===== src/rtl/pulse_cmd_pkg.sv =====
// Shared constants for the pulse generator command controller: opcodes,
// framing bytes, FSM encoding and the edge-word width derivation.
package pulse_cmd_pkg;

  localparam logic [7:0] OP_STATE0    = 8'h00;
  localparam logic [7:0] OP_PER       = 8'h01;
  localparam logic [7:0] OP_ED        = 8'h02;
  localparam logic [7:0] OP_OUTER_PER = 8'h03;
  localparam logic [7:0] OP_PRINT     = 8'h04;
  localparam logic [7:0] OP_CLEAR     = 8'h05;

  localparam logic [7:0] CR  = 8'h0D;
  localparam logic [7:0] LF  = 8'h0A;
  localparam logic [7:0] NAK = 8'hFF;

  typedef enum logic [1:0] {
    S_IDLE,
    S_EXEC,
    S_CLEAR,
    S_ACK
  } state_t;

  // Edge word: two counts, a channel index and a level bit.
  function automatic int ed_bits(input int count_bits, input int ch_log2);
    return 2 * count_bits + ch_log2 + 1;
  endfunction

endpackage


===== src/rtl/pulse_cmd_if.sv =====
// UART-side byte handshake between the uart instance and pulse_cmd_ctrl.
interface pulse_cmd_if;
  logic       received;
  logic [7:0] rx_byte;
  logic       recv_error;
  logic       is_transmitting;
  logic       transmit;
  logic [7:0] tx_byte;

  modport master (
    output received, rx_byte, recv_error, is_transmitting,
    input  transmit, tx_byte
  );

  modport slave (
    input  received, rx_byte, recv_error, is_transmitting,
    output transmit, tx_byte
  );
endinterface


===== src/rtl/pulse_cmd_rxbuf.sv =====
// Frame assembler: stores received bytes, detects CR/LF, and latches the
// frame length and bad status for the controller on completion.
module pulse_cmd_rxbuf
  import pulse_cmd_pkg::*;
#(
  parameter int BYTES = 16
) (
  input  logic                  clk,
  input  logic                  rst,
  input  logic                  received,
  input  logic [7:0]            rx_byte,
  input  logic                  recv_error,
  output logic [BYTES-1:0][7:0] frame,
  output logic [7:0]            len,
  output logic                  fbad,
  output logic                  done
);

  localparam int IW = $clog2(BYTES);

  logic [7:0] idx;
  logic [7:0] prev;
  logic       ovf;
  logic       bad;
  logic       full;

  assign full = (idx == 8'(BYTES));
  // prev tracks dropped bytes too, so a terminator is still seen after overflow
  assign done = received && (rx_byte == LF) && (prev == CR);

  always_ff @(posedge clk) begin
    if (received && !full) frame[idx[IW-1:0]] <= rx_byte;
  end

  always_ff @(posedge clk) begin
    if (rst) begin
      idx  <= '0;
      prev <= '0;
      ovf  <= 1'b0;
      bad  <= 1'b0;
      len  <= '0;
      fbad <= 1'b0;
    end else begin
      if (received) prev <= rx_byte;
      if (done) begin
        idx  <= '0;
        len  <= idx + 8'd1;
        fbad <= bad | ovf | recv_error | full;
        ovf  <= 1'b0;
        bad  <= 1'b0;
      end else begin
        if (received) begin
          if (full) ovf <= 1'b1;
          else      idx <= idx + 8'd1;
        end
        if (recv_error) bad <= 1'b1;
      end
    end
  end

endmodule


===== src/rtl/pulse_cmd_ctrl.sv =====
// Command decoder and configuration register file for pulse_logic; returns
// an ACK/NAK byte over the UART transmit handshake.
module pulse_cmd_ctrl
  import pulse_cmd_pkg::*;
#(
  parameter int BYTES      = 16,
  parameter int COUNT_BITS = 32,
  parameter int CH_LOG2    = 3,
  parameter int ED_MAX     = 64,
  parameter int ED_BITS    = ed_bits(COUNT_BITS, CH_LOG2)
) (
  input  logic                    sys_clk,
  input  logic                    rst,
  pulse_cmd_if.slave              uart,
  output logic [(1<<CH_LOG2)-1:0] state0,
  output logic [COUNT_BITS-1:0]   period,
  output logic [COUNT_BITS-1:0]   outer_period,
  output logic                    ed_we,
  output logic [7:0]              ed_addr,
  output logic [ED_BITS-1:0]      ed_data,
  output logic                    logic_reset,
  output logic                    busy
);

  localparam int CH_MAX = 1 << CH_LOG2;

  logic [BYTES-1:0][7:0] frame;
  logic [7:0]            len;
  logic                  fbad;
  logic                  done;

  pulse_cmd_rxbuf #(.BYTES(BYTES)) u_rxbuf (
    .clk        (sys_clk),
    .rst        (rst),
    .received   (uart.received),
    .rx_byte    (uart.rx_byte),
    .recv_error (uart.recv_error),
    .frame      (frame),
    .len        (len),
    .fbad       (fbad),
    .done       (done)
  );

  state_t state, state_d;
  logic                  xmit, xmit_d;
  logic [7:0]            ack_byte, ack_byte_d;
  logic [CH_MAX-1:0]     state0_d;
  logic [COUNT_BITS-1:0] period_d, outer_d;
  logic                  ed_we_d, logic_reset_d;
  logic [7:0]            ed_addr_d;
  logic [ED_BITS-1:0]    ed_data_d;

  logic [7:0]  op;
  logic [31:0] f32;
  logic [71:0] f72;
  logic        wr, clr;
  logic [7:0]  resp;
  logic        unused_tail;

  assign op          = frame[0];
  assign unused_tail = ^frame[BYTES-1:12];
  assign uart.transmit = xmit;
  assign uart.tx_byte  = ack_byte;

  always_comb begin
    f32 = '0;
    f72 = '0;
    for (int i = 0; i < 4; i++) f32[i*8 +: 8] = frame[1+i];
    for (int i = 0; i < 9; i++) f72[i*8 +: 8] = frame[2+i];
  end

  // wr: a configuration write is due; clr: start the edge-table sweep
  always_comb begin
    wr   = 1'b0;
    clr  = 1'b0;
    resp = NAK;
    if (!fbad) begin
      case (op)
        OP_STATE0: if (len >= 8'd3) begin wr = 1'b1; resp = op; end
        OP_PER, OP_OUTER_PER:
          if (len >= 8'd6) begin wr = 1'b1; resp = op; end
        OP_ED:
          if (len >= 8'd12 && {1'b0, frame[1]} < 9'(ED_MAX)) begin
            wr = 1'b1; resp = op;
          end
        OP_PRINT: resp = op;
        OP_CLEAR: begin clr = 1'b1; resp = op; end
        default: ;
      endcase
    end
  end

  always_comb begin
    state_d       = state;
    xmit_d        = 1'b0;
    ack_byte_d    = ack_byte;
    state0_d      = state0;
    period_d      = period;
    outer_d       = outer_period;
    ed_we_d       = 1'b0;
    ed_addr_d     = ed_addr;
    ed_data_d     = ed_data;
    logic_reset_d = 1'b0;
    case (state)
      S_IDLE: if (done) state_d = S_EXEC;
      S_EXEC: begin
        ack_byte_d = resp;
        state_d    = S_ACK;
        if (clr) begin
          ed_we_d   = 1'b1;
          ed_addr_d = '0;
          ed_data_d = '0;
          state_d   = S_CLEAR;
        end else if (wr) begin
          logic_reset_d = 1'b1;
          case (op)
            OP_STATE0: state0_d = frame[1][CH_MAX-1:0];
            OP_PER:    period_d = COUNT_BITS'(f32);
            OP_OUTER_PER: outer_d = COUNT_BITS'(f32);
            default: begin
              ed_we_d   = 1'b1;
              ed_addr_d = frame[1];
              ed_data_d = ED_BITS'(f72);
            end
          endcase
        end else begin
          // nothing to write: the acknowledge can go out next cycle
          xmit_d = !uart.is_transmitting;
        end
      end
      S_CLEAR: begin
        if (ed_addr == 8'(ED_MAX-1)) begin
          logic_reset_d = 1'b1;
          state_d       = S_ACK;
        end else begin
          ed_we_d   = 1'b1;
          ed_addr_d = ed_addr + 8'd1;
          ed_data_d = '0;
        end
      end
      S_ACK: begin
        if (xmit) state_d = S_IDLE;
        else      xmit_d  = !uart.is_transmitting;
      end
      default: state_d = S_IDLE;
    endcase
  end

  always_ff @(posedge sys_clk) begin
    if (rst) begin
      state        <= S_IDLE;
      xmit         <= 1'b0;
      ack_byte     <= '0;
      state0       <= '0;
      period       <= COUNT_BITS'(1);
      outer_period <= COUNT_BITS'(1);
      ed_we        <= 1'b0;
      ed_addr      <= '0;
      ed_data      <= '0;
      logic_reset  <= 1'b0;
      busy         <= 1'b0;
    end else begin
      state        <= state_d;
      xmit         <= xmit_d;
      ack_byte     <= ack_byte_d;
      state0       <= state0_d;
      period       <= period_d;
      outer_period <= outer_d;
      ed_we        <= ed_we_d;
      ed_addr      <= ed_addr_d;
      ed_data      <= ed_data_d;
      logic_reset  <= logic_reset_d;
      busy         <= (state_d != S_IDLE);
    end
  end

endmodule


===== src/flat_wrapper.sv =====
// flat-port wrapper written by rule: the top's interface ports become plain ports
module pulse_cmd_ctrl_flat import pulse_cmd_pkg::*;
#(
  parameter int BYTES      = 16,
  parameter int COUNT_BITS = 32,
  parameter int CH_LOG2    = 3,
  parameter int ED_MAX     = 64,
  parameter int ED_BITS    = ed_bits(COUNT_BITS, CH_LOG2)
)
  (sys_clk, rst, state0, period, outer_period, ed_we, ed_addr, ed_data, logic_reset, busy, uart_received, uart_rx_byte, uart_recv_error, uart_is_transmitting, uart_transmit, uart_tx_byte);
  pulse_cmd_if uart_i ();
  input  logic sys_clk;
  input  logic rst;
  output logic [(1<<CH_LOG2)-1:0] state0;
  output logic [COUNT_BITS-1:0] period;
  output logic [COUNT_BITS-1:0] outer_period;
  output logic ed_we;
  output logic [7:0] ed_addr;
  output logic [ED_BITS-1:0] ed_data;
  output logic logic_reset;
  output logic busy;
  input wire logic [$bits(uart_i.received)-1:0] uart_received;
  input wire logic [$bits(uart_i.rx_byte)-1:0] uart_rx_byte;
  input wire logic [$bits(uart_i.recv_error)-1:0] uart_recv_error;
  input wire logic [$bits(uart_i.is_transmitting)-1:0] uart_is_transmitting;
  output wire logic [$bits(uart_i.transmit)-1:0] uart_transmit;
  output wire logic [$bits(uart_i.tx_byte)-1:0] uart_tx_byte;
  assign uart_i.received = uart_received;
  assign uart_i.rx_byte = uart_rx_byte;
  assign uart_i.recv_error = uart_recv_error;
  assign uart_i.is_transmitting = uart_is_transmitting;
  assign uart_transmit = uart_i.transmit;
  assign uart_tx_byte = uart_i.tx_byte;
  pulse_cmd_ctrl #(.BYTES(BYTES), .COUNT_BITS(COUNT_BITS), .CH_LOG2(CH_LOG2), .ED_MAX(ED_MAX), .ED_BITS(ED_BITS)) u_core (.sys_clk(sys_clk), .rst(rst), .uart(uart_i), .state0(state0), .period(period), .outer_period(outer_period), .ed_we(ed_we), .ed_addr(ed_addr), .ed_data(ed_data), .logic_reset(logic_reset), .busy(busy));
endmodule

===== config.mk =====
export PLATFORM = sky130hd
export DESIGN_NAME = pulse_cmd_ctrl_flat
export DESIGN_NICKNAME = d
export VERILOG_FILES = /design/src/rtl/pulse_cmd_pkg.sv /design/src/rtl/pulse_cmd_if.sv /design/src/rtl/pulse_cmd_rxbuf.sv /design/src/rtl/pulse_cmd_ctrl.sv /design/src/flat_wrapper.sv
export SDC_FILE = /design/constraint.sdc
export NUM_CORES = 1
export LEC_CHECK = 0
export ABC_AREA = 1
export CAP_MARGIN = 20
export CORE_MARGIN = 2
export CORE_UTILIZATION = 58
export DETAILED_ROUTE_END_ITERATION = 8
export GPL_TIMING_DRIVEN = 0
export PLACE_DENSITY_LB_ADDON = 0.05
export SLEW_MARGIN = 20
export SYNTH_ARGS = -nofsm -noshare
export SYNTH_HDL_FRONTEND = slang
export SYNTH_SLANG_ARGS = --single-unit

===== constraint.sdc =====
create_clock -name sys_clk -period 4.32 [get_ports sys_clk]
set_input_delay 1.08 -clock sys_clk [delete_from_list [all_inputs] [get_ports sys_clk]]
set_output_delay 1.08 -clock sys_clk [all_outputs]
set_load 0.05 [all_outputs]

==> impl_metrics.sql <==
INSERT INTO impl_metrics (metric_group, metric, value, unit) VALUES
('outcome', 'run_status', 'complete, no violations', ''),
('power', 'p_total', '8.58', 'mW'),
('placement', 'place_congestion', '0.911', ''),
('clock_tree', 'clk_pin_slew', '60', 'ps'),
('yosys', 'yosys_register_bits', '273', ''),
('clock_tree', 'cts_tree', 'done', ''),
('power', 'power.clock.fraction', '27.6', '%'),
('routing', 'drtIter0Drc', '801', ''),
('placement', 'detailedPlacementHpwl', '21300', 'um'),
('finish', 'areaGrowthSynthToFinish', '26.2', '%'),
('power', 'total_leakage_power', '6.35', 'nW'),
('routing', 'ant_nets', '0', ''),
('floorplan', 'rows', '51', ''),
('finish', 'post_route_cells_drive_above_1_share', '6.46', '%'),
('yosys', 'postSynthCellCount', '1448', ''),
('yosys', 'ys_async_sr_fraction', '0', '%'),
('yosys', 'synth_seq_area_share', '55.2', '%'),
('sta', 'fmax', '0.317', 'GHz'),
('clock_tree', 'clk-insertion-delay-late', '540', 'ps'),
('power', 'worst_ir_drop_on_vdd', '503', 'uV'),
('sta', 'slew_violations', '0', ''),
('worst_setup_path', 'crit_start', 'uart_received', ''),
('routing', 'drt_drc_violations_left', '0', ''),
('yosys', 'synth_top_cell_area_share', '33.1', '%'),
('worst_setup_path', 'critPathArrivalTime', '3410', 'ps'),
('routing', 'route.vias.total', '10100', ''),
('finish', 'non_filler_cell_area_final', '14400', 'um2'),
('yosys', 'synth_common_cells', 'sky130_fd_sc_hd__nand2_1 (332), sky130_fd_sc_hd__nor2_1 (319), sky130_fd_sc_hd__dfxtp_1 (189)', ''),
('sta', 'fin_worst_skew', '10.2', 'ps'),
('worst_hold_path', 'min_path_cells', '2', ''),
('placement', 'cell_area_after_placement', '13500', 'um2'),
('worst_setup_path', 'crit-reg2reg-launch', 'u_core.u_rxbuf.idx[0]$_SDFFE_PP0P_', ''),
('yosys', 'synth_flop_cell', 'sky130_fd_sc_hd__dfxtp_1', ''),
('sta', 'worst_rel_slew_slack', '40.2', '%'),
('yosys', 'synth_area_leaders', 'sky130_fd_sc_hd__dfxtp_1 (33%), sky130_fd_sc_hd__edfxtp_1 (22%), sky130_fd_sc_hd__nand2_1 (11%)', ''),
('yosys', 'ys.warnings.count', '0', ''),
('sta', 'period_minus_slack', '3160', 'ps'),
('floorplan', 'pin_count', '173', ''),
('clock_tree', 'cts_setup_buffers', '0', ''),
('yosys', 'yosysMostFrequentCell', 'sky130_fd_sc_hd__nand2_1', ''),
('yosys', 'post_synth_instance_area', '11400', 'um2'),
('finish', 'num_antenna_cells', '0', ''),
('sta', 'setup_tns', '0', 'ps'),
('clock_tree', 'clock_path_buffers', '3', ''),
('clock_tree', 'cts-resized-gates', '0', ''),
('yosys', 'syn_avg_cell_area', '7.89', 'um2'),
('worst_setup_path', 'setup.worst_path.start_class', 'primary input', ''),
('sta', 'final_min_period_over_clock_period', '73.1', '%'),
('sta', 'final_hold_viol_count', '0', ''),
('routing', 'firstDrtPassIters', '5', ''),
('clock_tree', 'cts-hold-fix-buffers', '0', ''),
('power', 'share_comb_of_total_power', '34.7', '%'),
('global_routing', 'initial_antenna_violation_count', '0', ''),
('clock_tree', 'cts_buffers', '28', ''),
('global_routing', 'maximum_number_of_pins_on_one_net_before_global_route_repair', '15', ''),
('sta', 'setup-violations-final', '0', ''),
('placement', 'dp_cells', '1885', ''),
('global_routing', 'global_route.usage.total', '29.4', '%'),
('job', 'drv.max_cap_violation_count', '0', ''),
('clock_tree', 'htree_levels', '1', ''),
('placement', 'placement.io_buffers', '171', ''),
('power', 'switchingPower', '3.23', 'mW'),
('global_routing', 'grt_pass1_vias', '9150', ''),
('yosys', 'edff_count_synth', '84', ''),
('worst_setup_path', 'timing.critical_path.slowest_cell_delay', '680', 'ps'),
('finish', 'finalNetCount', '1672', ''),
('power', 'power_report.internal_total', '5.34', 'mW'),
('worst_hold_path', 'hold_path.startpoint', 'u_core.u_rxbuf.ovf$_SDFFE_PP0P_', ''),
('finish', 'final-instance-count-excl-fill', '1937', ''),
('worst_setup_path', 'crit_chain', 'clkdlybuf4s50_1 > clkbuf_1 > o21ai_1 > clkbuf_1 > nor3_1 > buf_2', ''),
('worst_setup_path', 'reg2regPathDepth', '7', '');
sequential cells by signal, indices dropped and copies added (netlist names), 2 cells and up:
name and count:
u_core.u_rxbuf.frame 84, u_core.ed_data 68, u_core.outer_period 32, u_core.period 32, u_core.ed_addr 8, u_core.state0 8
u_core.u_rxbuf.idx 8, u_core.u_rxbuf.len 8, u_core.u_rxbuf.prev 8, u_core.uart.tx_byte 8, u_core.state 2
placed cells by master (no fill, tap or decap), types with 2 or more instances in the layout:
cell type and n:
sky130_fd_sc_hd__nor3_1 6, sky130_fd_sc_hd__buf_2 24, sky130_fd_sc_hd__o211ai_1 2, sky130_fd_sc_hd__nand3b_1 6, sky130_fd_sc_hd__nor2_1 319, sky130_fd_sc_hd__xor2_1 6
sky130_fd_sc_hd__clkinv_1 3, sky130_fd_sc_hd__nand4_4 2, sky130_fd_sc_hd__buf_4 2, sky130_fd_sc_hd__ha_1 9, sky130_fd_sc_hd__dfxtp_1 189, sky130_fd_sc_hd__clkbuf_8 4
sky130_fd_sc_hd__nand3_1 130, sky130_fd_sc_hd__nor2_4 2, sky130_fd_sc_hd__nor3_2 6, sky130_fd_sc_hd__clkdlybuf4s50_1 171, sky130_fd_sc_hd__nand2_2 5, sky130_fd_sc_hd__inv_2 7
sky130_fd_sc_hd__buf_1 6, sky130_fd_sc_hd__a211oi_1 5, sky130_fd_sc_hd__clkinvlp_4 2, sky130_fd_sc_hd__a21oi_1 64, sky130_fd_sc_hd__clkinv_2 5, sky130_fd_sc_hd__and2_1 2
sky130_fd_sc_hd__inv_1 142, sky130_fd_sc_hd__a31oi_1 2, sky130_fd_sc_hd__clkbuf_16 30, sky130_fd_sc_hd__buf_6 9, sky130_fd_sc_hd__nand2_1 332, sky130_fd_sc_hd__edfxtp_1 84
sky130_fd_sc_hd__clkbuf_1 50, sky130_fd_sc_hd__nand4_1 3, sky130_fd_sc_hd__o21ai_0 26, sky130_fd_sc_hd__nor2_2 5
critical path: cells and delay by family:
kind            cells  cell delay [ps]
compound gates      1              250
buf+inv             4             1390
simple gates        1              680
area by class of cell:
cell class | instances | area, um2
Multi-Input combinational cell | 942 | 4160
Inverter | 150 | 563
Tap cell | 265 | 332
Buffer | 83 | 427
Clock inverter | 10 | 77.6
Fill cell | 1548 | 4980
Sequential cell | 273 | 6310
Timing Repair Buffer | 172 | 1720
Clock buffer | 42 | 836
power groups by stage:
| stage | registers [mW] | clock network, mW | logic, mW |
|---|---|---|---|
| 2_1_floorplan | 4.28 | 0 | 1.01 |
| 3_3_place_gp | 3.27 | 0 | 2.92 |
| 3_5_place_dp | 3.27 | 0 | 2.96 |
| 4_1_cts | 3.22 | 2.38 | 2.98 |
| 5_1_grt | 3.26 | 2.47 | 3.20 |
| 6_report | 3.23 | 2.37 | 2.98 |
per-stage QoR:
stage / setup slack, ps / util [%] / hold slack (ps)
finish: 1160 / 74.3 / 452
global route: 1030 / 74.3 / 483
CTS: 1120 / 74.3 / 450
detailed placement: 585 / 69.6 / 441
global placement: 442 / 69.4 / 436
floorplan: 1620 / - / 426
layer usage:
layer | vias up | GRT usage [%] | wire length, um
li1 | 4955 | - | -
met1 | 4669 | 39.6 | 12900
met2 | 400 | 48.3 | 14500
met3 | 79 | 4.60 | 2440
met4 | 0 | 10.6 | 1000
met5 | - | 0 | 0
worst paths after layout:
check / to / slack, ps
max: u_core.u_rxbuf.frame[45]$_DFFE_PP_ / 1160
min: u_core.u_rxbuf.ovf$_SDFFE_PP0P_ / 450
max reg2reg: u_core.u_rxbuf.frame[45]$_DFFE_PP_ / 1570
min reg2reg: u_core.u_rxbuf.ovf$_SDFFE_PP0P_ / 450
cells by family after synthesis:
group	share of synthesized area, %
AO/OA/AOI/OAI	4.69
XOR/XNOR	0.537
adder cells (fa/ha/maj)	0.985
buffers and inverters	8.66
flip-flops	55.2
AND/OR/NAND/NOR	29.9
Power figures use the tool's default switching activity.
